### config.mk
export PLATFORM = sky130hd
export DESIGN_NAME = uart_word_in_port
export DESIGN_NICKNAME = d
export VERILOG_FILES = /design/src/rtl/io_pkg.sv /design/src/rtl/uart_rx_byte.sv /design/src/rtl/uart_word_in_port.sv
export SDC_FILE = /design/constraint.sdc
export NUM_CORES = 1
export LEC_CHECK = 0
export BUFFER_PORTS_ARGS = -buffer_cell sky130_fd_sc_hd__buf_2
export CORE_UTILIZATION = 60
export CTS_BUF_LIST = sky130_fd_sc_hd__clkbuf_8 sky130_fd_sc_hd__clkbuf_16
export CTS_CLUSTER_DIAMETER = 200
export DETAILED_ROUTE_END_ITERATION = 8
export PLACE_DENSITY = 0.82
export SYNTH_ARGS = -nofsm -noshare
export SYNTH_HDL_FRONTEND = slang
export SYNTH_SLANG_ARGS = --single-unit
### constraint.sdc
create_clock -name clk -period 7.3 [get_ports clk]
set_input_delay 0.73 -clock clk [delete_from_list [all_inputs] [get_ports clk]]
set_output_delay 0.73 -clock clk [all_outputs]
set_load 0.05 [all_outputs]
### src/rtl/io_pkg.sv
// Shared types and widths for the UART word input port.
package io_pkg;

    localparam int unsigned WORD_W = 16;
    localparam int unsigned BYTE_W = 8;

    typedef enum logic [2:0] {
        IDLE,
        START,
        DATA,
        STOP,
        WAIT_HI
    } rx_state_t;

    // FIFO entry: little-endian byte pair as seen by the core.
    typedef struct packed {
        logic [BYTE_W-1:0] hi;
        logic [BYTE_W-1:0] lo;
    } word_t;

endpackage

### src/rtl/uart_rx_byte.sv
// 8N1 UART byte receiver: rx synchroniser, bit-timing counters and framing FSM.
module uart_rx_byte
    import io_pkg::*;
#(
    parameter int unsigned CLKS_PER_BIT = 16
) (
    input  logic              clk,
    input  logic              rst,
    input  logic              rx,
    output logic [BYTE_W-1:0] rx_byte,
    output logic              byte_valid,
    output logic              frame_err
);

    localparam int unsigned CNT_W = $clog2(CLKS_PER_BIT);
    localparam logic [CNT_W-1:0] HALF_LAST = CNT_W'(CLKS_PER_BIT / 2 - 1);
    localparam logic [CNT_W-1:0] FULL_LAST = CNT_W'(CLKS_PER_BIT - 1);

    rx_state_t         state;
    rx_state_t         state_n;
    logic              rx_meta;
    logic              rx_s;
    logic [CNT_W-1:0]  cnt;
    logic [2:0]        bit_idx;
    logic [BYTE_W-1:0] shift;
    logic              sample_c;
    logic              byte_valid_c;
    logic              frame_err_c;

    // Two-flop synchroniser; resets to the idle line level.
    always_ff @(posedge clk or posedge rst) begin
        if (rst) begin
            rx_meta <= 1'b1;
            rx_s    <= 1'b1;
        end else begin
            rx_meta <= rx;
            rx_s    <= rx_meta;
        end
    end

    always_ff @(posedge clk or posedge rst) begin
        if (rst) begin
            state <= IDLE;
        end else begin
            state <= state_n;
        end
    end

    always_comb begin
        state_n = state;
        case (state)
            IDLE:    if (!rx_s) state_n = START;
            START:   if (cnt == HALF_LAST) state_n = rx_s ? IDLE : DATA;
            DATA:    if (cnt == FULL_LAST && bit_idx == 3'd7) state_n = STOP;
            STOP:    if (cnt == FULL_LAST) state_n = rx_s ? IDLE : WAIT_HI;
            WAIT_HI: if (rx_s) state_n = IDLE;
            default: state_n = IDLE;
        endcase
    end

    always_comb begin
        sample_c     = 1'b0;
        byte_valid_c = 1'b0;
        frame_err_c  = 1'b0;
        case (state)
            DATA:    sample_c = (cnt == FULL_LAST);
            STOP: begin
                byte_valid_c = (cnt == FULL_LAST) && rx_s;
                frame_err_c  = (cnt == FULL_LAST) && !rx_s;
            end
            default: ;
        endcase
    end

    // Cycle counter restarts on every state change and at each data-bit boundary.
    always_ff @(posedge clk or posedge rst) begin
        if (rst) begin
            cnt     <= '0;
            bit_idx <= '0;
            shift   <= '0;
        end else begin
            if (state != state_n || state == IDLE || state == WAIT_HI || sample_c) begin
                cnt <= '0;
            end else begin
                cnt <= cnt + CNT_W'(1);
            end
            if (state == START) begin
                bit_idx <= '0;
            end else if (sample_c) begin
                bit_idx <= bit_idx + 3'd1;
            end
            if (sample_c) begin
                shift <= {rx_s, shift[BYTE_W-1:1]};
            end
        end
    end

    always_ff @(posedge clk or posedge rst) begin
        if (rst) begin
            rx_byte    <= '0;
            byte_valid <= 1'b0;
            frame_err  <= 1'b0;
        end else begin
            byte_valid <= byte_valid_c;
            frame_err  <= frame_err_c;
            if (byte_valid_c) begin
                rx_byte <= shift;
            end
        end
    end

endmodule

### src/rtl/uart_word_in_port.sv
// UART word input port: pairs received bytes into 16-bit words and queues them
// in a first-word-fall-through FIFO read by the core.
module uart_word_in_port
    import io_pkg::*;
#(
    parameter int unsigned CLKS_PER_BIT = 16,
    parameter int unsigned FIFO_DEPTH   = 4
) (
    input  logic                          clk,
    input  logic                          rst,
    input  logic                          rx,
    input  logic                          rd_en,
    output logic [WORD_W-1:0]             rdata,
    output logic                          rvalid,
    output logic [$clog2(FIFO_DEPTH):0]   level,
    output logic                          overflow,
    output logic                          frame_err
);

    localparam int unsigned PTR_W = $clog2(FIFO_DEPTH);
    localparam int unsigned LVL_W = PTR_W + 1;

    logic [BYTE_W-1:0] rx_byte;
    logic              byte_valid;
    logic              have_lo;
    logic [BYTE_W-1:0] lo_byte;

    word_t             mem   [FIFO_DEPTH];
    word_t             mem_n [FIFO_DEPTH];
    logic [PTR_W-1:0]  wr_ptr;
    logic [PTR_W-1:0]  rd_ptr;
    logic [PTR_W-1:0]  wr_ptr_n;
    logic [PTR_W-1:0]  rd_ptr_n;
    logic [LVL_W-1:0]  level_n;
    logic              overflow_n;
    logic              push_c;
    logic              pop_c;
    logic              full_c;
    word_t             head_c;

    uart_rx_byte #(
        .CLKS_PER_BIT (CLKS_PER_BIT)
    ) u_rx (
        .clk        (clk),
        .rst        (rst),
        .rx         (rx),
        .rx_byte    (rx_byte),
        .byte_valid (byte_valid),
        .frame_err  (frame_err)
    );

    // Byte assembler: a framing error discards any pending low byte.
    always_ff @(posedge clk or posedge rst) begin
        if (rst) begin
            have_lo <= 1'b0;
            lo_byte <= '0;
        end else if (frame_err) begin
            have_lo <= 1'b0;
        end else if (byte_valid) begin
            have_lo <= !have_lo;
            if (!have_lo) begin
                lo_byte <= rx_byte;
            end
        end
    end

    assign push_c = byte_valid && have_lo;
    assign pop_c  = rd_en && (level != LVL_W'(0));
    assign full_c = (level == LVL_W'(FIFO_DEPTH));

    // Next FIFO contents; a pop on a full FIFO frees the slot the push writes.
    always_comb begin
        mem_n      = mem;
        wr_ptr_n   = wr_ptr;
        rd_ptr_n   = rd_ptr;
        level_n    = level;
        overflow_n = overflow;
        if (push_c && (pop_c || !full_c)) begin
            mem_n[wr_ptr] = '{hi: rx_byte, lo: lo_byte};
            wr_ptr_n      = wr_ptr + PTR_W'(1);
        end
        if (pop_c) begin
            rd_ptr_n = rd_ptr + PTR_W'(1);
        end
        if (push_c && !pop_c) begin
            if (full_c) begin
                overflow_n = 1'b1;
            end else begin
                level_n = level + LVL_W'(1);
            end
        end else if (pop_c && !push_c) begin
            level_n = level - LVL_W'(1);
        end
        head_c = (level_n != LVL_W'(0)) ? mem_n[rd_ptr_n] : '0;
    end

    always_ff @(posedge clk or posedge rst) begin
        if (rst) begin
            for (int i = 0; i < int'(FIFO_DEPTH); i++) begin
                mem[i] <= '0;
            end
            wr_ptr   <= '0;
            rd_ptr   <= '0;
            level    <= '0;
            overflow <= 1'b0;
            rdata    <= '0;
            rvalid   <= 1'b0;
        end else begin
            mem      <= mem_n;
            wr_ptr   <= wr_ptr_n;
            rd_ptr   <= rd_ptr_n;
            level    <= level_n;
            overflow <= overflow_n;
            rdata    <= head_c;
            rvalid   <= (level_n != LVL_W'(0));
        end
    end

endmodule
---- Word level (Yosys, flattened, before mapping) ----
Index checks and enable logic that the tools add are counted.
operators by class
  add/subtract/negate cells ............... 6
  multipliers ............................. 0
  div/mod/pow operators ................... 0
  magnitude comparators ................... 3
  eq/ne operators ......................... 9
  shift operators ......................... 0
  muxes and demuxes ....................... 28
  bitwise gates (word level) .............. 4
  reduce and logical (&&, ||, !) cells .... 25
operators by type and width
  operator             count
  $bwmux 64            1
  $mux 16              4
  $mux 64              1
  $mux 3               11
  $bmux 16 s2          1
  $demux 16 s2         1
  $pmux 3 s5           1
  $eq 3x3->1 const B   3
  $logic_and 1x1->1    9
  $add 3x1->3 const B  2
  $eq 3x2->1 const B   2
  $ge 3x3->1 const B   2
  $not 2->3            2
  $reduce_bool 3->1    2
  $logic_not 1->1      5
  $mux 1               5
  $add 2x1->2 const B  2
  $add 4x1->4 const B  1
  $eq 4x3->1 const B   1
  $eq 4x4->1 const B   1
  $logic_or 1x1->1     4
  $mux 2               2
  $mux 4               1
  $reduce_bool 2->1    2
  8 further kinds      9
storage, ports and cells
  flip-flop bits (word level) ............. 128
  bits in latches ......................... 0
  memory bits (writable) .................. 0
  ROM bits ................................ 0
  input port bits ......................... 4
  memories kept ........................... 0

---- Logic depth before layout (Yosys ltp) ----
Gate-level depths: netlist of the first run.
  depth in word-level cells ............... 11
  mapped depth ............................ 10
  depth with buffers taken out ............ 7

---- Hierarchy ----
Synthesis of the first run repeated with hierarchy kept, for this count alone.
unflattened totals
  cells, all modules ...................... 410
  area total of the unflattened synthesis .. 5631.7 sq um
by module, submodules not included
  module             times used  cells an instance  area an instance (sq um)
  uart_word_in_port  1           311                4302.9
  uart_rx_byte       1           99                 1328.8

---- Worst setup path before layout of the first run ----
OpenSTA, ideal clock, no wires.
  path type ............................... reg2reg
  start point ............................. reg level[0]
  end point ............................... reg rdata[6]
  setup time .............................. 136 ps
  data arrival time ....................... 2145 ps
  required time ........................... 7164 ps
  path slack .............................. 5019 ps
  cell stages (with the launch flop) ...... 10
  buffers on the path ..................... 2
  clock period less this slack ............ 2281 ps
  cells stage by stage .................... dfrtp_1 inv_1 ha_1 nand2b_1 buf_2 o21ai_2 o21a_1 nor3_4 buf_8 a21oi_2
RTL lines
  what                      line                      source
  start: declaration        uart_word_in_port.sv:15   output logic [$clog2(FIFO_DEPTH):0] level,
  start signal: assignment  uart_word_in_port.sv:112  level <= level_n;
  end signal: assignment    uart_word_in_port.sv:106  rdata <= '0;
  end signal: assignment    uart_word_in_port.sv:114  rdata <= head_c;
  end: declaration          uart_word_in_port.sv:13   output logic [WORD_W-1:0] rdata,

==> flow_summary.toml, run 1 <==
[outcome]
status = "complete, no violations"

[cells_and_area]
fin_util_pct = 69.4
antenna_cells = 0
synthToLayoutAreaGrowth_pct = 11.5
fin_cells = 747
layout.nets = 616
drive_gt1_share_pct = 19.1

[synthesis]
ys_async_sr_fraction_pct = 100
ys_types = 56
ys_seq_elements = 128
syn_nets = 614
synth_top_area_share_pct = 51.4
yosysWarnings = 0
ys_dominant_reg_cell = "dfrtp_1"
synth_top_cell_by_area = "dfrtp_1"
avgSynthCellArea_um2 = 10.2
seq_area_frac_synth_pct = 52.2
syn_inst = 600
netlist_area_um2 = 6140
synth_common_cells = "126 x dfrtp_1, 73 x nand3_1, 70 x nand2_1"
synth.area.top_cells = "dfrtp_1 51%, nand3_1 6.0%, o21ai_0 5.5%, o2111ai_1 4.6%, nand2_1 4.3%"
synth_edf_count = 0
synth_most_common_cell = "dfrtp_1"

[global_routing]
grt_pass1_vias = 5112
antenna_found_initial = 0
track_usage_pct = 32.8
grt_overflow = 0
grt_pass1_wl_um = 25700
grt_max_degree = 72

[floorplanning]
initial_core_util_pct = 62.2
die_h_um = 103
die_area_um2 = 10600
die-width_um = 103
coreArea_um2 = 9860
pin_count = 26
rows = 36

[worst_setup_path]
cp-start-kind = "flip-flop"
crit_type = "flip-flop to flip-flop"
r2r_slack_ns = 4.01
r2r-start = "rd_ptr[1]"
r2r-end = "rdata[0]"
path_max_fanout = 20
critical_path_required_ns = 7.66
rr_worst_depth = 5
startpoint = "rd_ptr[1]"
cp-end-kind = "flip-flop"
crit_arrival_ns = 3.65

[min_path]
hold_end = "u_rx.rx_meta"
hold_start = "rx"
hp-class = "input port to flip-flop"
holdPathStages = 1

[power_and_ir_drop]
power.leakage_nw = 3.35
p_switching_mw = 1.04
pwr-share-seq_pct = 32.6
combPwrFrac_pct = 35.4
p_per_area_nw_per_um2 = 390
power.total_mw = 2.67
clock_power_share_pct = 32.0
vdd_drop_max_mv = 0.244
cell_internal_pwr_mw = 1.63
swShare_pct = 39.0

[clock_tree]
cts-resized-gates = 0
postCtsSetupBuffers = 0
clock-sinks = 128
cts_tree = "yes"
hold_buffers = 0
clkSlewWorstSetupHoldPaths_ns = 0.06
clock_latency_ns = 0.52
cts-htree-levels = 4
cts-root-buf = "clkbuf_8"
cts_made_buffers = 17
clockBufferDepth = 2

[routing]
wl_per_cell_um = 21.6
drt-total-wl_um = 16100
drc_errors = 0
drtAntennaViolNets = 0
vias = 5129
drtIter0Drc = 776
via_per_inst = 6.87
drtPass1Iterations = 6

[timing]
hold_slack_ns = 0.303
setup_violations = 0
finalCritPeriodShare_pct = 45.1
period_minus_slack_ns = 3.29
rsz0062_at_grt = "false"
worstMarginPinSlew_ns = 1.36
fmax_mhz = 304
hold_violations = 0
tns_ns = 0
drv_slew = 0
slew_headroom_pct = 8.84
finalClockSkew_ns = 0.00866

[place]
place_inst = 716
post-dp-hpwl_um = 8850
io_buffers = 25
gp_congestion = 0.792

[job]
maxCapViolCount = 0
-- metal layers --
| layer | routed length [µm] | part of all wire, % | up-vias | GRT usage, % |
|---|---|---|---|---|
| li1 | - | - | 2214 | - |
| met1 | 6060 | 38 | 2498 | 40.5 |
| met2 | 7790 | 48 | 359 | 51.0 |
| met3 | 1790 | 11 | 58 | 10.6 |
| met4 | 501 | 3.1 | 0 | 18.6 |
| met5 | 0 | 0 | - | 0 |
-- metrics by stage --
stage	setup WS (ns)	instance area, µm²
2_1_floorplan	3.16	6140
3_3_place_gp	4.32	6240
3_5_place_dp	4.28	6240
4_1_cts	4.15	6840
5_1_grt	4.00	6840
6_report	4.01	6840
-- worst max path at each step --
stage,to,slack (ns)
after floorplan,have_lo,3.16
after global placement,rdata[10],4.32
after detailed placement,rdata[7],4.28
after CTS,rdata[2],4.15
after global routing,rdata[12],4.00
final,rdata[0],4.01
-- kinds of logic after synthesis --
family | count (synthesis) | synth area share, %
xor gates and xnor gates | 6 | 0.856
and+or+nand+nor | 202 | 16.5
DFF | 128 | 52.2
buffers and inverters | 63 | 5.04
AOI/OAI and AO/OA | 163 | 18.3
muxes | 28 | 5.06
adders and majority gates | 10 | 2.04
-- placed cells by master (no fill, tap or decap), drive strengths merged, types with 2 or more instances in the layout --
| cell type | n |
|---|---|
| a211oi | 2 |
| buf | 32 |
| or2 | 2 |
| nor2 | 15 |
| mux2 | 24 |
| o211ai | 33 |
| nor3 | 4 |
| bufinv | 3 |
| nand3 | 73 |
| and3 | 4 |
| xnor2 | 6 |
| dfstp | 2 |
| clkbuf | 21 |
| nor4b | 2 |
| o21ai | 70 |
| clkinv | 4 |
| nand4 | 17 |
| inv | 14 |
| clkinvlp | 3 |
| nor3b | 3 |
| a21oi | 17 |
| o2111ai | 32 |
| nand2b | 2 |
| ha | 10 |
| mux2i | 4 |
| dfrtp | 126 |
| and2 | 2 |
| nand2 | 72 |
-- worst max-delay path, cell delays in order (launching register included) --
cell and delay [ns]:
dfrtp_1 0.86, clkinv_1 0.85, a211oi_4 1.01, o211ai_1 0.20
nand4_1 0.15, a21oi_1 0.05
-- final cells by class --
type / instances / area, µm²
clock inverter: 10 / 135
clock buffer: 21 / 469
sequential: 128 / 3210
inverter: 14 / 55.1
tap: 133 / 166
multi-input combinational: 409 / 2640
timing repair buffer: 32 / 178
fill: 680 / 3020
-- power by group through the flow --
stage | Combinational, mW | Clock [mW] | Sequential [mW]
2_1_floorplan | 0.599 | 0 | 1.00
3_3_place_gp | 0.881 | 0 | 0.875
3_5_place_dp | 0.903 | 0 | 0.878
4_1_cts | 0.922 | 0.859 | 0.867
5_1_grt | 1.00 | 0.895 | 0.879
6_report | 0.946 | 0.855 | 0.870
-- sequential cells by signal (all words and copies together) (netlist names), 2 cells and up --
register / cells
u_rx.rx_byte: 8
mem: 64
u_rx.bit_idx: 3
level: 3
rd_ptr: 2
u_rx.shift: 8
rdata: 16
u_rx.cnt: 4
u_rx.state: 3
wr_ptr: 2
lo_byte: 8
Power figures use the tool's default switching activity.
==> run 2, diff against run 1 <==
==> constraint.sdc (replaced) <==
create_clock -name clk -period 3.1 [get_ports clk]
set_input_delay 0.31 -clock clk [delete_from_list [all_inputs] [get_ports clk]]
set_output_delay 0.31 -clock clk [all_outputs]
set_load 0.05 [all_outputs]
==> run 2 against run 1 <==
Net effect: register-to-register slack got worse by 3.4 ns; combinational power increased by 150%; power increased by 130%; critical endpoint is now rdata[3].
==> flow_summary.toml, run 2 (synthesis results as in run 1) <==
[place]
io_buffers = 25
place_area_um2 = 6300
place_inst = 722
post-dp-hpwl_um = 9570
gp_congestion = 0.934

[routing]
wl_per_cell_um = 20.2
vias = 5029
drtPass1Iterations = 6
via_per_inst = 6.65
drc_errors = 0
drtIter0Drc = 586
drtAntennaViolNets = 0
drt-total-wl_um = 15300

[timing]
slew_headroom_pct = 42.3
worstMarginPinSlew_ns = 0.862
hold_violations = 0
finalClockSkew_ns = 0.00595
tns_ns = 0
finalCritPeriodShare_pct = 80.0
rsz0062_at_grt = "false"
period_minus_slack_ns = 2.48
drv_slew = 0
setup_violations = 0
fmax_mhz = 403

[global_routing]
track_usage_pct = 31.7
grt_pass1_wl_um = 24600
antenna_found_initial = 0
grt_overflow = 0
grt_max_degree = 129
grt_pass1_vias = 4912

[worst_setup_path]
crit_type = "flip-flop to flip-flop"
r2r_slack_ns = 0.62
critical_path_required_ns = 3.50
cp-end-kind = "flip-flop"
cp-start-kind = "flip-flop"
crit_arrival_ns = 2.88
critical_path.max_stage_delay_ns = 0.82
critPathSlowestCell = "a211oi_4"
crit_chain = "inv_1 > ha_1 > nand2b_1 > a211oi_4 > o211ai_1 > nand4_1 > a21oi_1"
path_max_fanout = 16

[power_and_ir_drop]
swShare_pct = 39.9
vdd_drop_max_mv = 0.519
p_switching_mw = 2.46
power.leakage_nw = 3.37
combPwrFrac_pct = 37.5
p_per_area_nw_per_um2 = 898
pwr-share-seq_pct = 32.4
clock_power_share_pct = 30.1
cell_internal_pwr_mw = 3.71

[floorplanning]
pin_count = 26
initial_core_util_pct = 62.2
rows = 36
coreArea_um2 = 9860
die-width_um = 103
die_area_um2 = 10600
die_h_um = 103

[cells_and_area]
regMostFlops = "mem"
reg_top3 = "mem (64), rdata (16)"
n_fill_cell = 700
drive_gt1_share_pct = 19.9
fin_area_um2 = 6880
layout.nets = 624
largest_reg_flops = 64
fin_cells = 756
final_cell_mix = "126 x dfrtp_1, 73 x nand3_1, 70 x nand2_1, 67 x o21ai_0, 33 x o211ai_1"
fin_util_pct = 69.7
antenna_cells = 0
final_common_cell = "dfrtp_1"
synthToLayoutAreaGrowth_pct = 12.0

[min_path]
hp-class = "input port to flip-flop"

[job]
maxCapViolCount = 0

[outcome]
status = "complete, no violations"

[clock_tree]
clock-sinks = 128
cts-htree-levels = 4
cts-root-buf = "clkbuf_8"
clkSlewWorstSetupHoldPaths_ns = 0.06
clock_latency_ns = 0.54
clockBufferDepth = 2
cts_tree = "yes"
cts_made_buffers = 17
==> run 2: power by group through the flow <==
stage / registers [mW] / logic [mW] / clock network (mW)
final: 2.00 / 2.32 / 1.86
after global routing: 2.03 / 2.46 / 1.96
after CTS: 2.00 / 2.26 / 1.87
after detailed placement: 2.03 / 2.25 / 0
after global placement: 2.02 / 2.18 / 0
after floorplan: 2.35 / 1.41 / 0
==> run 2: layout make-up <==
class | instances | area, µm² | area share, %
Clock buffer | 21 | 469 | 6.82
Clock inverter | 11 | 88.8 | 1.29
Inverter | 14 | 56.3 | 0.819
Multi-Input combinational cell | 409 | 2640 | 38.3
Sequential cell | 128 | 3210 | 46.6
Tap cell | 133 | 166 | 2.42
Timing Repair Buffer | 40 | 255 | 3.71
==> run 2: worst paths after layout <==
| kind | start | to | cells after the start |
|---|---|---|---|
| hold reg to reg | u_rx.rx_meta | u_rx.rx_s | 0 |
| max in group asynchronous | rst | mem[60] | 4 |
| min in group asynchronous | rst | wr_ptr[0] | 4 |
| setup / recovery | level[1] | rdata[3] | 7 |
| setup reg to reg | level[1] | rdata[3] | 7 |
| hold / removal | rd_en | rd_ptr[1] | 3 |
==> run 2: layer usage <==
metal | track usage, % | share of wire, % | vias to the layer above
met5 | 0 | 0 | -
met4 | 14.5 | 2.3 | 0
met3 | 12.2 | 11 | 40
met2 | 48.8 | 47 | 294
met1 | 39.6 | 40 | 2465
li1 | - | - | 2230
==> run 2: through the flow <==
stage / total power [mW] / worst slack [ns] / hold WS (ns)
global route: 6.44 / 0.523 / 0.203
finish: 6.18 / 0.619 / 0.197
floorplan: 3.77 / 0.819 / 0.314
global placement: 4.20 / 0.883 / 0.345
CTS: 6.13 / 0.677 / 0.189
detailed placement: 4.28 / 0.705 / 0.348
==> run 2: what timing repair did <==
action,4_1_cts,5_1_grt
endpoints found under the hold margin,5,0
hold buffers,2,0
resized for setup,0,0
setup buffers,0,0
==> run 2: critical path: cells and delay by family, from the launching register on <==
family	cells	cell delay, ns
compound gates	3	1.07
fa+ha+maj	1	0.30
simple gates	2	0.41
flops	1	0.44
buf+inv	1	0.12
==> run 3, diff against run 2 <==
--- a/config.mk
+++ b/config.mk
@@ -5,12 +5,13 @@
 export SDC_FILE = /design/constraint.sdc
 export NUM_CORES = 1
 export LEC_CHECK = 0
+export ABC_AREA = 1
 export BUFFER_PORTS_ARGS = -buffer_cell sky130_fd_sc_hd__buf_2
-export CORE_UTILIZATION = 60
+export CORE_UTILIZATION = 56
 export CTS_BUF_LIST = sky130_fd_sc_hd__clkbuf_8 sky130_fd_sc_hd__clkbuf_16
 export CTS_CLUSTER_DIAMETER = 200
 export DETAILED_ROUTE_END_ITERATION = 8
-export PLACE_DENSITY = 0.82
+export PLACE_DENSITY = 0.8
 export SYNTH_ARGS = -nofsm -noshare
 export SYNTH_HDL_FRONTEND = slang
 export SYNTH_SLANG_ARGS = --single-unit
==> constraint.sdc (replaced) <==
create_clock -name clk -period 2.07 [get_ports clk]
set_input_delay 0.207 -clock clk [delete_from_list [all_inputs] [get_ports clk]]
set_output_delay 0.207 -clock clk [all_outputs]
set_load 0.05 [all_outputs]
==> run 3 against run 2 <==
Net effect: combinational power up 53%; worst setup slack worse by 0.49 ns; power up 58%; routed wire length up 14%; critical path depth up 5; register-to-register slack worse by 0.49 ns; clock power up 76%; first-iteration DRC count unchanged; non-clock buffer count up 18; global-route usage down 3.5 points; critical path type unchanged.
==> flow_summary.toml, run 3 <==
[floorplanning]
initial_core_util_pct = 58.0
rows = 40
pin_count = 26
coreArea_um2 = 12200
die_area_um2 = 13100
die_h_um = 114
die-width_um = 114

[synthesis]
netlist_area_um2 = 7060
yosysWarnings = 0
syn_nets = 1043
synth_edf_count = 0
synth_common_cells = "466 x nand2_1, 194 x inv_1, 126 x dfrtp_1"
ys_seq_elements = 128
syn_inst = 1029
synth.area.top_cells = "dfrtp_1 45%, nand2_1 25%, inv_1 10%, nand3_1 8.0%, ha_1 1.8%"
synth_most_common_cell = "nand2_1"
synth_top_area_share_pct = 44.7
ys_dominant_reg_cell = "dfrtp_1"
synth_top_cell_by_area = "dfrtp_1"
avgSynthCellArea_um2 = 6.86
ys_async_sr_fraction_pct = 100
ys_types = 28
seq_area_frac_synth_pct = 45.4

[cells_and_area]
largest_reg_flops = 64
reg_top3 = "mem (64), rdata (16)"
regMostFlops = "mem"
antenna_cells = 0
final_cell_mix = "466 x nand2_1, 194 x inv_1, 126 x dfrtp_1, 112 x nand3_1"
drive_gt1_share_pct = 10.1
synthToLayoutAreaGrowth_pct = 16.3
fin_util_pct = 67.5
layout.nets = 1076
final_common_cell = "nand2_1"

[clock_tree]
cts-htree-levels = 4
cts_made_buffers = 17
cts_tree = "yes"
cts-root-buf = "clkbuf_16"
clockBufferDepth = 2
clock_latency_ns = 0.43
clkSlewWorstSetupHoldPaths_ns = 0.05
clock-sinks = 128

[worst_setup_path]
r2r_slack_ns = 0.13
r2r-start = "level[0]"
cp-end-kind = "flip-flop"
crit_chain = "inv_1 > ha_2 > nand2_4 > nand2_4 > nand2_2 > nand2_1 > nand2_1 > nand2_1 > nor2_4 > nand2_4 > nand2_1 > inv_1"
critical_path.max_stage_delay_ns = 0.38
timing.critical_path.buf_inv = 2
rr_worst_depth = 12
critPathSlowestCell = "dfrtp_1"
crit_type = "flip-flop to flip-flop"
critPathTopFamily = "simple AND/OR/NAND/NOR gates"
path_max_fanout = 5
crit_path_frequent_cell = "nand2_1"
cp-start-kind = "flip-flop"
r2r-end = "rdata[14]"
crit_arrival_ns = 2.25
critical_path_required_ns = 2.39

[routing]
vias = 6271
dr_wl_met2_um = 8230
top_layer = "met4"
wl_met3_um = 1690
wl_per_cell_um = 14.1
drc_errors = 0
drtIter0Drc = 586
drtPass1Iterations = 6
via_per_inst = 5.05
drtAntennaViolNets = 0
drt-total-wl_um = 17500
wl_met1_um = 7120

[timing]
setup_violations = 0
finalClockSkew_ns = 0.00628
worstMarginPinSlew_ns = 0.585
drv_slew = 0
hold_violations = 0
rsz0062_at_grt = "false"
tns_ns = 0
slew_headroom_pct = 60.9
finalCritPeriodShare_pct = 93.6
period_minus_slack_ns = 1.94
fmax_mhz = 516

[min_path]
hold_end = "rd_ptr[0]"
hp-class = "input port to flip-flop"
holdPathStages = 5
hold_start = "rd_en"

[global_routing]
grt_pass1_wl_um = 28200
antenna_found_initial = 0
track_usage_pct = 28.2
grt_max_degree = 68
grt_pass1_vias = 5836
grt_overflow = 0

[power_and_ir_drop]
power.leakage_nw = 4.58
p_per_area_nw_per_um2 = 1190
vdd_drop_max_mv = 0.663

[job]
maxCapViolCount = 0

[place]
post-dp-hpwl_um = 10000
io_buffers = 25
gp_congestion = 0.793

[outcome]
status = "complete, no violations"
-- run 3: cell count changes in the layout (fill, tap and decap cells not counted), sizes merged, moves of 16 or more --
cell     previous run  this run
buf                38        54
inv                13       198
mux2               24         0
nand2              72       474
nand3              73       115
o2111ai            32         0
o211ai             33         0
o21ai              70        26
-- run 3: cell type report --
class | instances | area, µm²
Clock buffer | 19 | 453
Inverter | 197 | 743
Clock inverter | 13 | 195
Sequential cell | 128 | 3210
Tap cell | 168 | 210
Multi-Input combinational cell | 660 | 2900
Fill cell | 958 | 3960
Timing Repair Buffer | 58 | 500
-- run 3: how the worst max path moves through the flow --
stage | start | to | slack [ns] | depth (start not counted)
after floorplan | level[0] | rdata[5] | 0.01 | 10
after global placement | level[0] | rdata[5] | 0.19 | 11
after detailed placement | level[0] | rdata[14] | 0.1 | 11
after CTS | level[0] | rdata[14] | 0.03 | 11
after global routing | level[0] | rdata[4] | 0.01 | 12
final | level[0] | rdata[14] | 0.13 | 12
-- run 3: tightest hold or removal path: stages --
cell and delay, ns:
buf_2 0.16, nand2_4 0.09, nand2_1 0.06, nand2_2 0.09, inv_2 0.05
-- run 3: per-layer routing --
layer	vias up	global-route usage, %
li1	3095	-
met4	0	9.96
met5	-	0
met3	46	5.77
met1	2852	37.3
met2	278	46.2
-- run 3: power by group --
| group | switching (mW) | internal [mW] | total (mW) |
|---|---|---|---|
| clock | 1.09 | 2.18 | 3.27 |
| sequential | 0.148 | 2.78 | 2.93 |
| combinational | 2.51 | 1.03 | 3.54 |
| total | 3.75 | 5.99 | 9.74 |
-- run 3: logic make-up (layout without fill, tap and decap cells) --
kind of cell,Yosys count,count (layout),synth area share [%]
compound gates,30,30,2.20
xor+xnor,5,5,0.993
fa+ha+maj,10,10,1.77
buf+inv,243,287,14.3
flops,128,128,45.4
simple gates,613,615,35.3
-- run 3: stage by stage --
step / setup WS (ns) / total power [mW] / instance area, µm² / instances / hold WS (ns)
3_5_place_dp: 0.0964 / 6.20 / 7430 / 1204 / 0.300
6_report: 0.133 / 9.74 / 8210 / 1243 / 0.290
4_1_cts: 0.0261 / 9.52 / 8090 / 1238 / 0.278
5_1_grt: 0.0130 / 10.2 / 8210 / 1243 / 0.304
3_3_place_gp: 0.187 / 6.15 / 7430 / 1204 / 0.296
2_1_floorplan: 0.00976 / 5.27 / 7060 / 1029 / 0.211
-- run 3: timing repair --
| item | in CTS | in global routing |
|---|---|---|
| buffers inserted | 0 | 1 |
| endpoints found under the setup margin | 0 | 17 |
| endpoints found under the hold margin | 22 | 0 |
| resized for setup | 0 | 10 |
| hold buffers | 2 | 0 |
